===== src/rtl/glb_tile_event_ctrl_pkg.sv =====
// Shared global-buffer parameters: tile count, event-controller register map
// and interrupt-enable bit positions.
package global_buffer_param;

    localparam int NUM_GLB_TILES = 16;

    localparam logic [2:0] EVT_STRM_START = 3'd0;
    localparam logic [2:0] EVT_PC_START   = 3'd1;
    localparam logic [2:0] EVT_F2G_STAT   = 3'd2;
    localparam logic [2:0] EVT_G2F_STAT   = 3'd3;
    localparam logic [2:0] EVT_PCFG_STAT  = 3'd4;
    localparam logic [2:0] EVT_IER        = 3'd5;
    localparam logic [2:0] EVT_BUSY       = 3'd6;
    localparam logic [2:0] EVT_ERR        = 3'd7;

    localparam int IER_F2G  = 0;
    localparam int IER_G2F  = 1;
    localparam int IER_PCFG = 2;

endpackage


===== src/rtl/glb_tile_event_ctrl_status_reg.sv =====
// Sticky write-1-to-clear status register; a set on the same edge as a clear wins.
module glb_evt_status_reg #(
    parameter int WIDTH = 16
) (
    input  logic             clk,
    input  logic             reset,
    input  logic [WIDTH-1:0] set,
    input  logic [WIDTH-1:0] clr,
    output logic [WIDTH-1:0] stat,
    output logic             any
);

    always_ff @(posedge clk or posedge reset) begin
        if (reset) begin
            stat <= '0;
        end else begin
            stat <= (stat & ~clr) | set;
        end
    end

    assign any = |stat;

endmodule


===== src/rtl/glb_tile_event_ctrl.sv =====
// Per-tile start-pulse generation with busy tracking, sticky interrupt status
// and a register-mapped config port for the GLB tile row.
module glb_tile_event_ctrl #(
    parameter int NUM_GLB_TILES  = global_buffer_param::NUM_GLB_TILES,
    parameter int CFG_DATA_WIDTH = 32
) (
    input  logic                      clk,
    input  logic                      reset,
    input  logic                      cfg_wr_en,
    input  logic                      cfg_rd_en,
    input  logic [2:0]                cfg_addr,
    input  logic [CFG_DATA_WIDTH-1:0] cfg_wr_data,
    output logic [CFG_DATA_WIDTH-1:0] cfg_rd_data,
    output logic                      cfg_rd_data_valid,
    output logic [NUM_GLB_TILES-1:0]  strm_start_pulse,
    output logic [NUM_GLB_TILES-1:0]  pc_start_pulse,
    input  logic [NUM_GLB_TILES-1:0]  strm_f2g_interrupt_pulse,
    input  logic [NUM_GLB_TILES-1:0]  strm_g2f_interrupt_pulse,
    input  logic [NUM_GLB_TILES-1:0]  pcfg_g2f_interrupt_pulse,
    output logic                      interrupt
);
    import global_buffer_param::*;

    logic [NUM_GLB_TILES-1:0]  wr_tiles;
    logic [NUM_GLB_TILES-1:0]  strm_req, strm_grant, strm_busy, strm_done;
    logic [NUM_GLB_TILES-1:0]  pc_req, pc_grant, pc_busy;
    logic [NUM_GLB_TILES-1:0]  f2g_clr, g2f_clr, pcfg_clr;
    logic [NUM_GLB_TILES-1:0]  f2g_stat, g2f_stat, pcfg_stat;
    logic                      f2g_any, g2f_any, pcfg_any;
    logic [2:0]                ier;
    logic [1:0]                err, err_set, err_clr;
    logic                      wr_ok, rd_ok;
    logic [CFG_DATA_WIDTH-1:0] rd_mux;
    logic                      unused_wr_bits;

    assign wr_ok    = cfg_wr_en;
    assign rd_ok    = cfg_rd_en & ~cfg_wr_en;
    assign wr_tiles = cfg_wr_data[NUM_GLB_TILES-1:0];
    assign unused_wr_bits = ^cfg_wr_data[CFG_DATA_WIDTH-1:NUM_GLB_TILES];

    assign strm_req  = (wr_ok && cfg_addr == EVT_STRM_START) ? wr_tiles : '0;
    assign pc_req    = (wr_ok && cfg_addr == EVT_PC_START)   ? wr_tiles : '0;
    assign strm_done = strm_f2g_interrupt_pulse | strm_g2f_interrupt_pulse;

    // Grant is judged on the pre-edge busy bit, so a same-edge done cannot rescue a refused request.
    assign strm_grant = strm_req & ~strm_busy;
    assign pc_grant   = pc_req & ~pc_busy;
    assign err_set    = {|(pc_req & pc_busy), |(strm_req & strm_busy)};
    assign err_clr    = (wr_ok && cfg_addr == EVT_ERR) ? cfg_wr_data[1:0] : '0;

    assign f2g_clr  = (wr_ok && cfg_addr == EVT_F2G_STAT)  ? wr_tiles : '0;
    assign g2f_clr  = (wr_ok && cfg_addr == EVT_G2F_STAT)  ? wr_tiles : '0;
    assign pcfg_clr = (wr_ok && cfg_addr == EVT_PCFG_STAT) ? wr_tiles : '0;

    glb_evt_status_reg #(.WIDTH(NUM_GLB_TILES)) u_f2g_stat (
        .clk(clk), .reset(reset), .set(strm_f2g_interrupt_pulse), .clr(f2g_clr),
        .stat(f2g_stat), .any(f2g_any)
    );
    glb_evt_status_reg #(.WIDTH(NUM_GLB_TILES)) u_g2f_stat (
        .clk(clk), .reset(reset), .set(strm_g2f_interrupt_pulse), .clr(g2f_clr),
        .stat(g2f_stat), .any(g2f_any)
    );
    glb_evt_status_reg #(.WIDTH(NUM_GLB_TILES)) u_pcfg_stat (
        .clk(clk), .reset(reset), .set(pcfg_g2f_interrupt_pulse), .clr(pcfg_clr),
        .stat(pcfg_stat), .any(pcfg_any)
    );

    always_comb begin
        rd_mux = '0;
        case (cfg_addr)
            EVT_F2G_STAT:  rd_mux[NUM_GLB_TILES-1:0] = f2g_stat;
            EVT_G2F_STAT:  rd_mux[NUM_GLB_TILES-1:0] = g2f_stat;
            EVT_PCFG_STAT: rd_mux[NUM_GLB_TILES-1:0] = pcfg_stat;
            EVT_IER:       rd_mux[2:0] = ier;
            EVT_BUSY: begin
                rd_mux[NUM_GLB_TILES-1:0]   = strm_busy;
                rd_mux[16 +: NUM_GLB_TILES] = pc_busy;
            end
            EVT_ERR:       rd_mux[1:0] = err;
            default:       ;
        endcase
    end

    always_ff @(posedge clk or posedge reset) begin
        if (reset) begin
            strm_start_pulse  <= '0;
            pc_start_pulse    <= '0;
            strm_busy         <= '0;
            pc_busy           <= '0;
            ier               <= '0;
            err               <= '0;
            interrupt         <= 1'b0;
            cfg_rd_data       <= '0;
            cfg_rd_data_valid <= 1'b0;
        end else begin
            strm_start_pulse <= strm_grant;
            pc_start_pulse   <= pc_grant;
            strm_busy        <= (strm_busy & ~strm_done) | strm_grant;
            pc_busy          <= (pc_busy & ~pcfg_g2f_interrupt_pulse) | pc_grant;
            err              <= (err & ~err_clr) | err_set;
            if (wr_ok && cfg_addr == EVT_IER) begin
                ier <= cfg_wr_data[2:0];
            end
            interrupt <= (f2g_any & ier[IER_F2G]) | (g2f_any & ier[IER_G2F]) |
                         (pcfg_any & ier[IER_PCFG]);
            cfg_rd_data       <= rd_ok ? rd_mux : '0;
            cfg_rd_data_valid <= rd_ok;
        end
    end

endmodule

===== config.mk =====
export PLATFORM = sky130hd
export DESIGN_NAME = glb_tile_event_ctrl
export DESIGN_NICKNAME = d
export VERILOG_FILES = /design/src/rtl/glb_tile_event_ctrl_pkg.sv /design/src/rtl/glb_tile_event_ctrl_status_reg.sv /design/src/rtl/glb_tile_event_ctrl.sv
export SDC_FILE = /design/constraint.sdc
export NUM_CORES = 1
export LEC_CHECK = 0
export BUFFER_PORTS_ARGS = -buffer_cell sky130_fd_sc_hd__buf_4
export CAP_MARGIN = 5
export CORE_AREA = 4 4 122 124
export DETAILED_ROUTE_END_ITERATION = 8
export DIE_AREA = 0 0 126 128
export PLACE_DENSITY = 0.71
export SETUP_SLACK_MARGIN = 0.02
export SYNTH_ARGS = -nofsm -noshare
export SYNTH_HDL_FRONTEND = slang
export SYNTH_SLANG_ARGS = --single-unit

===== constraint.sdc =====
create_clock -name clk -period 11.7 [get_ports clk]
set_clock_uncertainty 0.15 [all_clocks]
set_input_delay 1.17 -clock clk [delete_from_list [all_inputs] [get_ports clk]]
set_output_delay 1.17 -clock clk [all_outputs]
set_load 0.02 [all_outputs]

==> results of run 1 <==
-- cell usage after synthesis, drive strengths merged --
cell / number
nand4b: 1
nand4: 5
and3b: 1
mux2: 5
a222oi: 13
a211oi: 1
or3: 1
a22oi: 3
and3: 17
o2bb2ai: 2
o21bai: 16
nor4: 12
and2: 18
a221oi: 9
clkbuf: 8
nand3: 1
a21o: 65
nor3: 1
nand2: 51
mux4: 1
nand2b: 2
a22o: 22
dfrtp: 151
buf: 14
nor2b: 3
inv: 19
o21ai: 2
mux2i: 3
nor2: 32
a21oi: 1
nor3b: 19
and4: 1
-- flip-flops by register name, summed over array words and instances, names as in the netlist --
name               count
cfg_rd_data           32
strm_busy             16
ier                    3
strm_start_pulse      16
u_pcfg_stat.stat      16
u_g2f_stat.stat       16
err                    2
cfg_rd_data_valid      1
pc_start_pulse        16
pc_busy               16
u_f2g_stat.stat       16
interrupt              1
-- per-layer routing --
metal / wire (um) / GRT usage [%]
met1: 6710 / 27.9
met2: 7980 / 33.8
met3: 1480 / 4.50
met4: 470 / 8.96
met5: 0 / 0
-- cells by family after synthesis --
family | synth area share, %
muxes | 1.78
DFF | 61.7
buffers and inverters | 2.90
and+or+nand+nor | 16.1
AOI/OAI and AO/OA | 17.5
-- path summary, 6_finish.rpt --
path | from | to | slack (ns) | depth (start not counted)
setup / recovery | cfg_addr[1] | u_f2g_stat.stat[10]$_DFF_PP0_ | 8.73 | 5
max in group asynchronous | reset | pc_start_pulse[8]$_DFF_PP0_ | 9.26 | 3
setup reg to reg | u_pcfg_stat.stat[10]$_DFF_PP0_ | interrupt$_DFF_PP0_ | 9.89 | 4
min in group asynchronous | reset | pc_busy[14]$_DFF_PP0_ | 0.67 | 2
hold reg to reg | u_f2g_stat.stat[8]$_DFF_PP0_ | u_f2g_stat.stat[8]$_DFF_PP0_ | 0.36 | 1
hold / removal | u_f2g_stat.stat[8]$_DFF_PP0_ | u_f2g_stat.stat[8]$_DFF_PP0_ | 0.36 | 1
-- layout by cell type, fill, tap and decap left out, types with 2 or more instances in the layout --
| cell type | synthesis | layout |
|---|---|---|
| clkinvlp_4 | 0 | 3 |
| mux2i_1 | 3 | 3 |
| mux2_2 | 5 | 5 |
| clkbuf_16 | 0 | 17 |
| clkinv_4 | 0 | 2 |
| nor4_1 | 12 | 12 |
| o2bb2ai_1 | 2 | 2 |
| nor3b_4 | 10 | 10 |
| and2_1 | 18 | 18 |
| bufinv_16 | 0 | 5 |
| buf_4 | 1 | 138 |
| nor3b_1 | 6 | 6 |
| o21bai_1 | 16 | 16 |
| inv_1 | 19 | 18 |
| a22oi_1 | 3 | 3 |
| a22o_1 | 22 | 22 |
| nor2b_1 | 3 | 3 |
| a222oi_1 | 13 | 13 |
| nor2_1 | 32 | 32 |
| nor3b_2 | 3 | 3 |
| a221oi_1 | 9 | 9 |
| nand4_1 | 5 | 5 |
| a21o_1 | 65 | 65 |
| clkbuf_8 | 0 | 3 |
| o21ai_0 | 2 | 2 |
| nand2_1 | 51 | 51 |
| dfrtp_1 | 151 | 151 |
| and3_1 | 17 | 17 |
-- per-stage QoR --
stage                     setup slack, ns  instance area [um^2]  power (W)
final                                8.73                  7950    0.00126
after global routing                 8.63                  7950    0.00130
after CTS                            8.73                  7950    0.00127
after detailed placement             8.30                  7290   0.000661
after global placement               8.36                  7290   0.000659
after floorplan                      6.32                  6130   0.000610
-- power breakdown --
part	leakage [nW]	switching [W]	internal (W)
logic	1.56	0.0000565	0.0000450
clock network	0.315	0.000212	0.000396
registers	1.84	0.0000129	0.000538
-- layout make-up --
class	count	area share [%]
clock buffer	21	5.92
clock inverter	11	2.45
inverter	19	0.960
multi-input combinational	308	27.3
sequential	151	47.5
tap	180	2.83
timing repair buffer	138	13.0
==> flow_summary_export.csv, run 1 <==
group,metric,value,unit
outcome,status,"finished clean",
power_and_ir_drop,power_density,159,mW/mm^2
finish,finalNetCount,722,
timing,slew_headroom,22.2,%
critical_path,critPathArrivalTime,3.13,ns
drt,first_pass_iters,6,
floorplanning,die_x,126,um
floorplanning,die_area,0.0161,mm^2
floorplanning,die_h,128,um
synth,syn_area,0.00613,mm^2
place,place_inst,796,
synth,seq_area_frac_synth,61.7,%
synth,netlist_top_cells_area,"dfrtp_1 62%, a21o_1 8.0%, a22o_1 3.1%, nand2_1 3.1%, nor3b_4 3.1%",
critical_path,required,11.86,ns
floorplanning,ioPinCount,153,
critical_path,slowest_delay,0.68,ns
synth,syn_nets,587,
timing,fin_hold_ws,0.359,ns
critical_path,crit_fanout,30,
finish,regArea,0.00378,mm^2
drt,drt_iter0_drc,589,
synth,ys_seq_elements,151,
timing,finalCriticalPeriod,2.97,ns
drt,drc,0,
global_routing,grt_overflow,0,
power_and_ir_drop,peakVddDrop,95.9,uV
synth,syn_inst,500,
clock_network,clk_latency,0.43,ns
timing,final_hold_viol_count,0,
synth,syn_area_per_cell,12.3,um^2
clock_network,ctsHtreeMaxLevel,4,
clock_network,postCtsResizedCells,0,
drt,via_count,4664,
critical_path,cp-start-kind,"primary input",
global_routing,grt_antenna_before_repair,0,
drt,wl_per_cell,20.1,um
drt,drt-total-wl,16600,um
finish,finalNonFillerCells,828,
floorplanning,core-area,0.0138,mm^2
place,portBuffers,136,
drt,final_antenna_net_count,0,
timing,finalSetupViolations,0,
power_and_ir_drop,p_leak,3.71,nW
global_routing,grt_pass1_vias,4690,
timing,maxSlewViolCount,0,
finish,antennaDiodeCount,0,
synth,synth_top_area_cell,"dfrtp_1",
critical_path,crit_buf_inv,1,
clock_network,clkTransAtPathRegs,0.06,ns
clock_network,clock-sinks,151,
floorplanning,rows,43,
timing,rsz0062_at_grt,"false",
synth,synth_cell_types,39,
synth,synth_warnings,0,
critical_path,path_cells,"buf_4, nor3b_2, and2_1, nand2_1, a21o_1",
drt,routed_via_density,5.63,
critical_path,critPathSlowestCell,"nor3b_2",
critical_path,critPathCaptureType,"flip-flop",
job,maxCapViolations,0,
critical_path,path_delay_family,"simple AND/OR/NAND/NOR gates",
timing,setup-tns-final,0,ns
clock_network,cts_buffers,17,
clock_network,postCtsSetupBuffers,0,
place,dpl.hpwl,12000,um
global_routing,grt_max_degree,83,
worst_hold_path,hp-class,"flip-flop to flip-flop",
global_routing,grt_usage,21.1,%
clock_network,cts_tree,"built",
timing,worst_pin_slew,1.16,ns
finish,syn2layout_area_growth,29.8,%
synth,yosysTopAreaCellShare,61.7,%
clock_network,ctsHoldBuffers,0,
critical_path,path_class,"primary input to flip-flop",
clock_network,clockBufferDepth,2,
finish,fill_cells,1142,
timing,period_share,25.4,%
global_routing,grt_pass1_wl,26100,um
finish,layout-drive-gt1-share,29.3,%
clock_network,root_buffer,"clkbuf_16",
finish,final_util,57.7,%
timing,fmax,337,MHz
finish,multiInputGateArea,0.00217,mm^2
place,gp_congestion,0.860,
floorplanning,start_util,44.5,%
No activity file was read; power rests on OpenSTA's default activity.
==> run 2, diff against run 1 <==
==> constraint.sdc (replaced) <==
create_clock -name clk -period 2.9 [get_ports clk]
set_clock_uncertainty 0.15 [all_clocks]
set_input_delay 0.29 -clock clk [delete_from_list [all_inputs] [get_ports clk]]
set_output_delay 0.29 -clock clk [all_outputs]
set_load 0.02 [all_outputs]
==> flow_summary_export.csv, run 2 (synthesis gave the netlist of run 1 again) <==
group,metric,value,unit
clock_network,clk_latency,0.42,ns
clock_network,clockBufferDepth,2,
finish,final_cell_mix,"151 x dfrtp_1, 146 x buf_4, 65 x a21o_1, 51 x nand2_1, 49 x dlygate4sd3_1",
clock_network,root_buffer,"clkbuf_16",
power_and_ir_drop,swShare,24.3,%
timing,fmax,551,MHz
drt,drt_iter0_drc,491,
critical_path,cp-start-kind,"flip-flop",
place,portBuffers,136,
critical_path,required,3.04,ns
place,placed_area,0.00734,mm^2
timing,period_share,62.6,%
global_routing,grt_pass1_vias,4861,
timing,maxSlewViolCount,0,
power_and_ir_drop,peakVddDrop,460,uV
worst_hold_path,hold_path_depth,3,
floorplanning,core-area,0.0138,mm^2
finish,layout_commonest_cell,"dfrtp_1",
finish,antennaDiodeCount,0,
floorplanning,rows,43,
finish,layout-drive-gt1-share,27.9,%
global_routing,use_met1,28.6,%
global_routing,grt_usage,21.4,%
drt,via_count,4810,
place,gp_congestion,0.895,
global_routing,grt_use_met3,4.13,%
global_routing,grt_pass1_wl,26600,um
timing,setup-tns-final,0,ns
clock_network,postCtsSetupBuffers,0,
floorplanning,die_area,0.0161,mm^2
drt,first_pass_iters,7,
outcome,status,"finished clean",
critical_path,critPathSlowestCell,"nor4_1",
finish,fin_area,0.00839,mm^2
critical_path,worstReg2RegStart,"u_g2f_stat.stat[11]$_DFF_PP0_",
critical_path,critPathArrivalTime,1.95,ns
finish,finalNetCount,779,
clock_network,cts_tree,"built",
timing,slew_headroom,36.8,%
clock_network,clkTransAtPathRegs,0.06,ns
timing,rsz0062_at_grt,"false",
critical_path,path_class,"flip-flop to flip-flop",
timing,fin_hold_ws,0.0189,ns
drt,final_antenna_net_count,0,
drt,drc,0,
clock_network,cts_buffers,17,
worst_hold_path,min_to,"cfg_rd_data[0]$_DFF_PP0_",
critical_path,crit_fanout,3,
power_and_ir_drop,p_int,0.00360,W
finish,largest_register,"cfg_rd_data",
global_routing,busiest_layer,"met2",
floorplanning,start_util,44.5,%
power_and_ir_drop,p_leak,3.90,nW
power_and_ir_drop,power_frac_clock,43.2,%
place,place_inst,804,
global_routing,grtUsageMet2,35.0,%
power_and_ir_drop,power_density,567,mW/mm^2
critical_path,path_delay_family,"simple AND/OR/NAND/NOR gates",
critical_path,slowest_delay,0.44,ns
critical_path,critPathCaptureType,"flip-flop",
worst_hold_path,hp-start,"cfg_rd_en",
power_and_ir_drop,power.switching,0.00115,W
critical_path,path_cells,"nor4_1, nand4_1, a222oi_1, inv_1",
critical_path,reg2reg_to,"interrupt$_DFF_PP0_",
timing,worst_pin_slew,0.947,ns
critical_path,worst-r2r-cell-count,4,
place,dpl.hpwl,12200,um
drt,wl_per_cell,19.2,um
clock_network,clock-sinks,151,
timing,finalCriticalPeriod,1.81,ns
global_routing,grt_antenna_before_repair,0,
clock_network,ctsHtreeMaxLevel,4,
floorplanning,die_x,126,um
worst_hold_path,hp-class,"primary input to flip-flop",
drt,drt-total-wl,17000,um
floorplanning,ioPinCount,153,
timing,finalSetupViolations,0,
floorplanning,die_h,128,um
global_routing,grt_overflow,0,
timing,final_hold_viol_count,0,
global_routing,grt_max_degree,56,
drt,routed_via_density,5.44,
clock_network,postCtsResizedCells,0,
critical_path,rrSetupSlack,1.09,ns
power_and_ir_drop,seqPwrFrac,46.8,%
job,maxCapViolations,0,
finish,syn2layout_area_growth,36.9,%
finish,largest_reg_flops,32,
finish,finalNonFillerCells,885,
critical_path,crit_buf_inv,1,
power_and_ir_drop,p_comb_share,10.0,%
finish,fill_cells,1127,
## run 2: worst reg2reg max path, stage by stage, from the launching register on
cell,delay (ns)
dfrtp_1,0.40
nor4_1,0.44
nand4_1,0.20
a222oi_1,0.41
inv_1,0.09
## run 2: through the flow
step / setup slack [ns] / total power (W) / utilization, %
floorplan: 0.557 / 0.00246 / -
global placement: 0.680 / 0.00267 / 53.3
detailed placement: 0.645 / 0.00268 / 53.3
CTS: 1.07 / 0.00476 / 60.9
global route: 1.03 / 0.00492 / 60.9
finish: 1.09 / 0.00475 / 60.9
## run 2: layout make-up
class	count	area, um^2	area share, %
clock buffer	20	447	5.33
clock inverter	12	105	1.25
inverter	19	75.1	0.895
multi-input combinational	308	2170	25.9
sequential	151	3780	45.1
tap	180	225	2.69
timing repair buffer	195	1590	18.9
## run 2: how the worst max path moves through the flow
stage	startpoint	endpoint	slack [ns]	cells past startpoint
final	u_g2f_stat.stat[11]$_DFF_PP0_	interrupt$_DFF_PP0_	1.09	4
after global routing	cfg_addr[2]	strm_busy[11]$_DFF_PP0_	1.03	6
after CTS	cfg_addr[2]	strm_busy[11]$_DFF_PP0_	1.07	6
after detailed placement	cfg_addr[2]	strm_busy[11]$_DFF_PP0_	0.65	6
after global placement	cfg_addr[2]	strm_busy[9]$_DFF_PP0_	0.68	6
after floorplan	reset	cfg_rd_data[0]$_DFF_PP0_	0.56	1
## run 2: routing by layer
layer | wire length (um) | part of all wire (%)
met5 | 0 | 0
met2 | 8240 | 48
met4 | 433 | 2.5
met1 | 7240 | 43
met3 | 1110 | 6.5
## run 2: what timing repair did
item / 4_1_cts / 5_1_grt
endpoints found under the setup margin: 0 / 0
hold buffers: 49 / 0
endpoints found under the hold margin: 215 / 0
## run 2: power by group through the flow
stage	clock [W]	combinational [W]	sequential, W
floorplan	0	0.000195	0.00227
detailed placement	0	0.000419	0.00226
global route	0.00218	0.000511	0.00223
global placement	0	0.000409	0.00226
CTS	0.00207	0.000474	0.00222
finish	0.00205	0.000473	0.00223
==> run 3, diff against run 2 <==
--- a/config.mk
+++ b/config.mk
@@ -10,7 +10,7 @@
 export CORE_AREA = 4 4 122 124
 export DETAILED_ROUTE_END_ITERATION = 8
 export DIE_AREA = 0 0 126 128
-export PLACE_DENSITY = 0.71
+export PLACE_DENSITY = 0.74
 export SETUP_SLACK_MARGIN = 0.02
 export SYNTH_ARGS = -nofsm -noshare
 export SYNTH_HDL_FRONTEND = slang
==> constraint.sdc (replaced) <==
create_clock -name clk -period 1.45 [get_ports clk]
set_clock_uncertainty 0.15 [all_clocks]
set_input_delay 0.145 -clock clk [delete_from_list [all_inputs] [get_ports clk]]
set_output_delay 0.145 -clock clk [all_outputs]
set_load 0.02 [all_outputs]
==> flow_summary_export.csv, run 3 (synthesis gave the netlist of run 1 again) <==
group,metric,value,unit
drt,via_count,5484,
critical_path,cp-start-kind,"flip-flop",
global_routing,grt_overflow,0,
critical_path,required,1.60,ns
clock_network,clkTransAtPathRegs,0.06,ns
floorplanning,die_area,0.0161,mm^2
clock_network,root_buffer,"clkbuf_16",
critical_path,path_class,"flip-flop to flip-flop",
drt,wl_per_cell,20.1,um
drt,first_pass_iters,8,
drt,drt-total-wl,20400,um
drt,drc,0,
clock_network,clock-sinks,151,
place,place_inst,919,
place,pre_cts_slack,-0.599,ns
timing,slew_headroom,49.2,%
finish,largest_register,"cfg_rd_data",
clock_network,ctsHoldBuffers,62,
floorplanning,rows,43,
clock_network,ctsHtreeMaxLevel,4,
timing,rsz0062_at_grt,"true",
worst_hold_path,hp-class,"primary input to flip-flop",
finish,largest_reg_flops,32,
worst_hold_path,hp-start,"cfg_wr_en",
global_routing,grt_usage,25.5,%
place,gp_congestion,0.924,
global_routing,grt_max_degree,54,
timing,period_share,123,%
finish,finalNetCount,909,
critical_path,slowest_delay,0.41,ns
place,placed_area,0.00833,mm^2
timing,finalSetupViolations,4,
floorplanning,ioPinCount,153,
critical_path,path_cells,"nor4_2, buf_4, nand4_1, a222oi_1, inv_1",
clock_network,clockBufferDepth,2,
finish,final_cell_mix,"249 x buf_4, 151 x dfrtp_1, 65 x a21o_1, 62 x dlygate4sd3_1, 51 x nand2_1",
timing,finalCriticalPeriod,1.78,ns
place,portBuffers,136,
critical_path,worstReg2RegStart,"u_g2f_stat.stat[8]$_DFF_PP0_",
outcome,violations,"hold timing, setup timing",
global_routing,grt_antenna_before_repair,0,
drt,routed_via_density,5.40,
drt,final_antenna_net_count,0,
worst_hold_path,min_to,"cfg_rd_data[1]$_DFF_PP0_",
floorplanning,start_util,44.5,%
worst_hold_path,hold_path_depth,4,
finish,layout-drive-gt1-share,40.0,%
finish,antennaDiodeCount,0,
drt,drt_iter0_drc,586,
critical_path,critPathArrivalTime,1.93,ns
finish,syn2layout_area_growth,58.2,%
finish,layout_commonest_cell,"buf_4",
critical_path,critPathSlowestCell,"dfrtp_1",
critical_path,crit_fanout,2,
timing,fin_hold_ws,-0.0277,ns
timing,maxSlewViolCount,0,
critical_path,critPathCaptureType,"flip-flop",
critical_path,worst-r2r-cell-count,5,
timing,worst_pin_slew,0.759,ns
finish,fin_area,0.00969,mm^2
critical_path,reg2reg_to,"interrupt$_DFF_PP0_",
power_and_ir_drop,p_leak,4.61,nW
job,maxCapViolations,0,
clock_network,clk_latency,0.43,ns
power_and_ir_drop,finalPower,0.0102,W
clock_network,cts_buffers,17,
power_and_ir_drop,peakVddDrop,752,uV
finish,finalNonFillerCells,1015,
global_routing,grt_pass1_vias,5752,
timing,fmax,563,MHz
timing,fin_ws,-0.327,ns
outcome,status,"complete, but fails checks",
global_routing,grt_pass1_wl,31300,um
clock_network,cts_tree,"built",
critical_path,rrSetupSlack,-0.33,ns
power_and_ir_drop,power_density,1050,mW/mm^2
floorplanning,die_h,128,um
floorplanning,die_x,126,um
floorplanning,core-area,0.0138,mm^2
timing,setup-tns-final,-0.473,ns
timing,final_hold_viol_count,2,
place,dpl.hpwl,14500,um
==> run 3: cell count changes in the layout (fill, tap and decap cells not counted), sizes merged <==
cell,change
buf,+117
bufinv,+2
clkinv,-1
dlygate4sd3,+13
inv,+1
clkinvlp,-2
==> run 3: routing by layer <==
metal  track usage (%)  share of wire [%]  vias to the layer above
met5                 0                  0                        -
met2              41.0                 48                      283
met3              7.08                8.4                       54
met1              33.0                 40                     2701
met4              10.2                3.2                        0
li1                  -                  -                     2446
==> run 3: timing repair <==
item	CTS	global route
setup endpoints to repair	34	58
setup buffers	3	0
gates resized for setup	10	13
pin swaps	13	8
hold endpoints to repair	246	2
==> run 3: where the power goes <==
| group | internal, W | switching [W] |
|---|---|---|
| Sequential | 0.00434 | 0.0000994 |
| Clock | 0.00279 | 0.00175 |
| Combinational | 0.000625 | 0.000592 |
==> run 3: how the worst max path moves through the flow <==
stage,start,to,slack [ns],cells past startpoint
after floorplan,reset,cfg_rd_data[0]$_DFF_PP0_,-0.75,1
after global placement,cfg_addr[0],cfg_rd_data[26]$_DFF_PP0_,-0.53,5
after detailed placement,cfg_addr[0],cfg_rd_data[19]$_DFF_PP0_,-0.60,5
after CTS,u_pcfg_stat.stat[10]$_DFF_PP0_,interrupt$_DFF_PP0_,-0.24,5
after global routing,u_g2f_stat.stat[8]$_DFF_PP0_,interrupt$_DFF_PP0_,-0.47,5
final,u_g2f_stat.stat[8]$_DFF_PP0_,interrupt$_DFF_PP0_,-0.33,5
==> run 3: per-stage QoR <==
stage	hold WS, ns	util, %
global route	-0.0138	70.4
detailed placement	-0.0460	60.5
global placement	-0.0424	60.5
finish	-0.0277	70.4
floorplan	0.0804	-
CTS	-0.0358	69.9
==> run 3: cell type report <==
class | count | area, um^2
clock buffers | 20 | 457
inverters | 19 | 75.1
repair buffers | 325 | 2720
clock inverters | 12 | 150
fillers | 966 | 4080
flip-flops and latches | 151 | 3780
well taps | 180 | 225
multi-input cells | 308 | 2290
==> run 3: worst max-delay path: cells and delay by family (launching register included) <==
family                 cells  cell delay, ns
flip-flops                 1            0.41
AO/OA/AOI/OAI              1            0.38
AND/OR/NAND/NOR            2            0.47
buffers and inverters      2            0.24
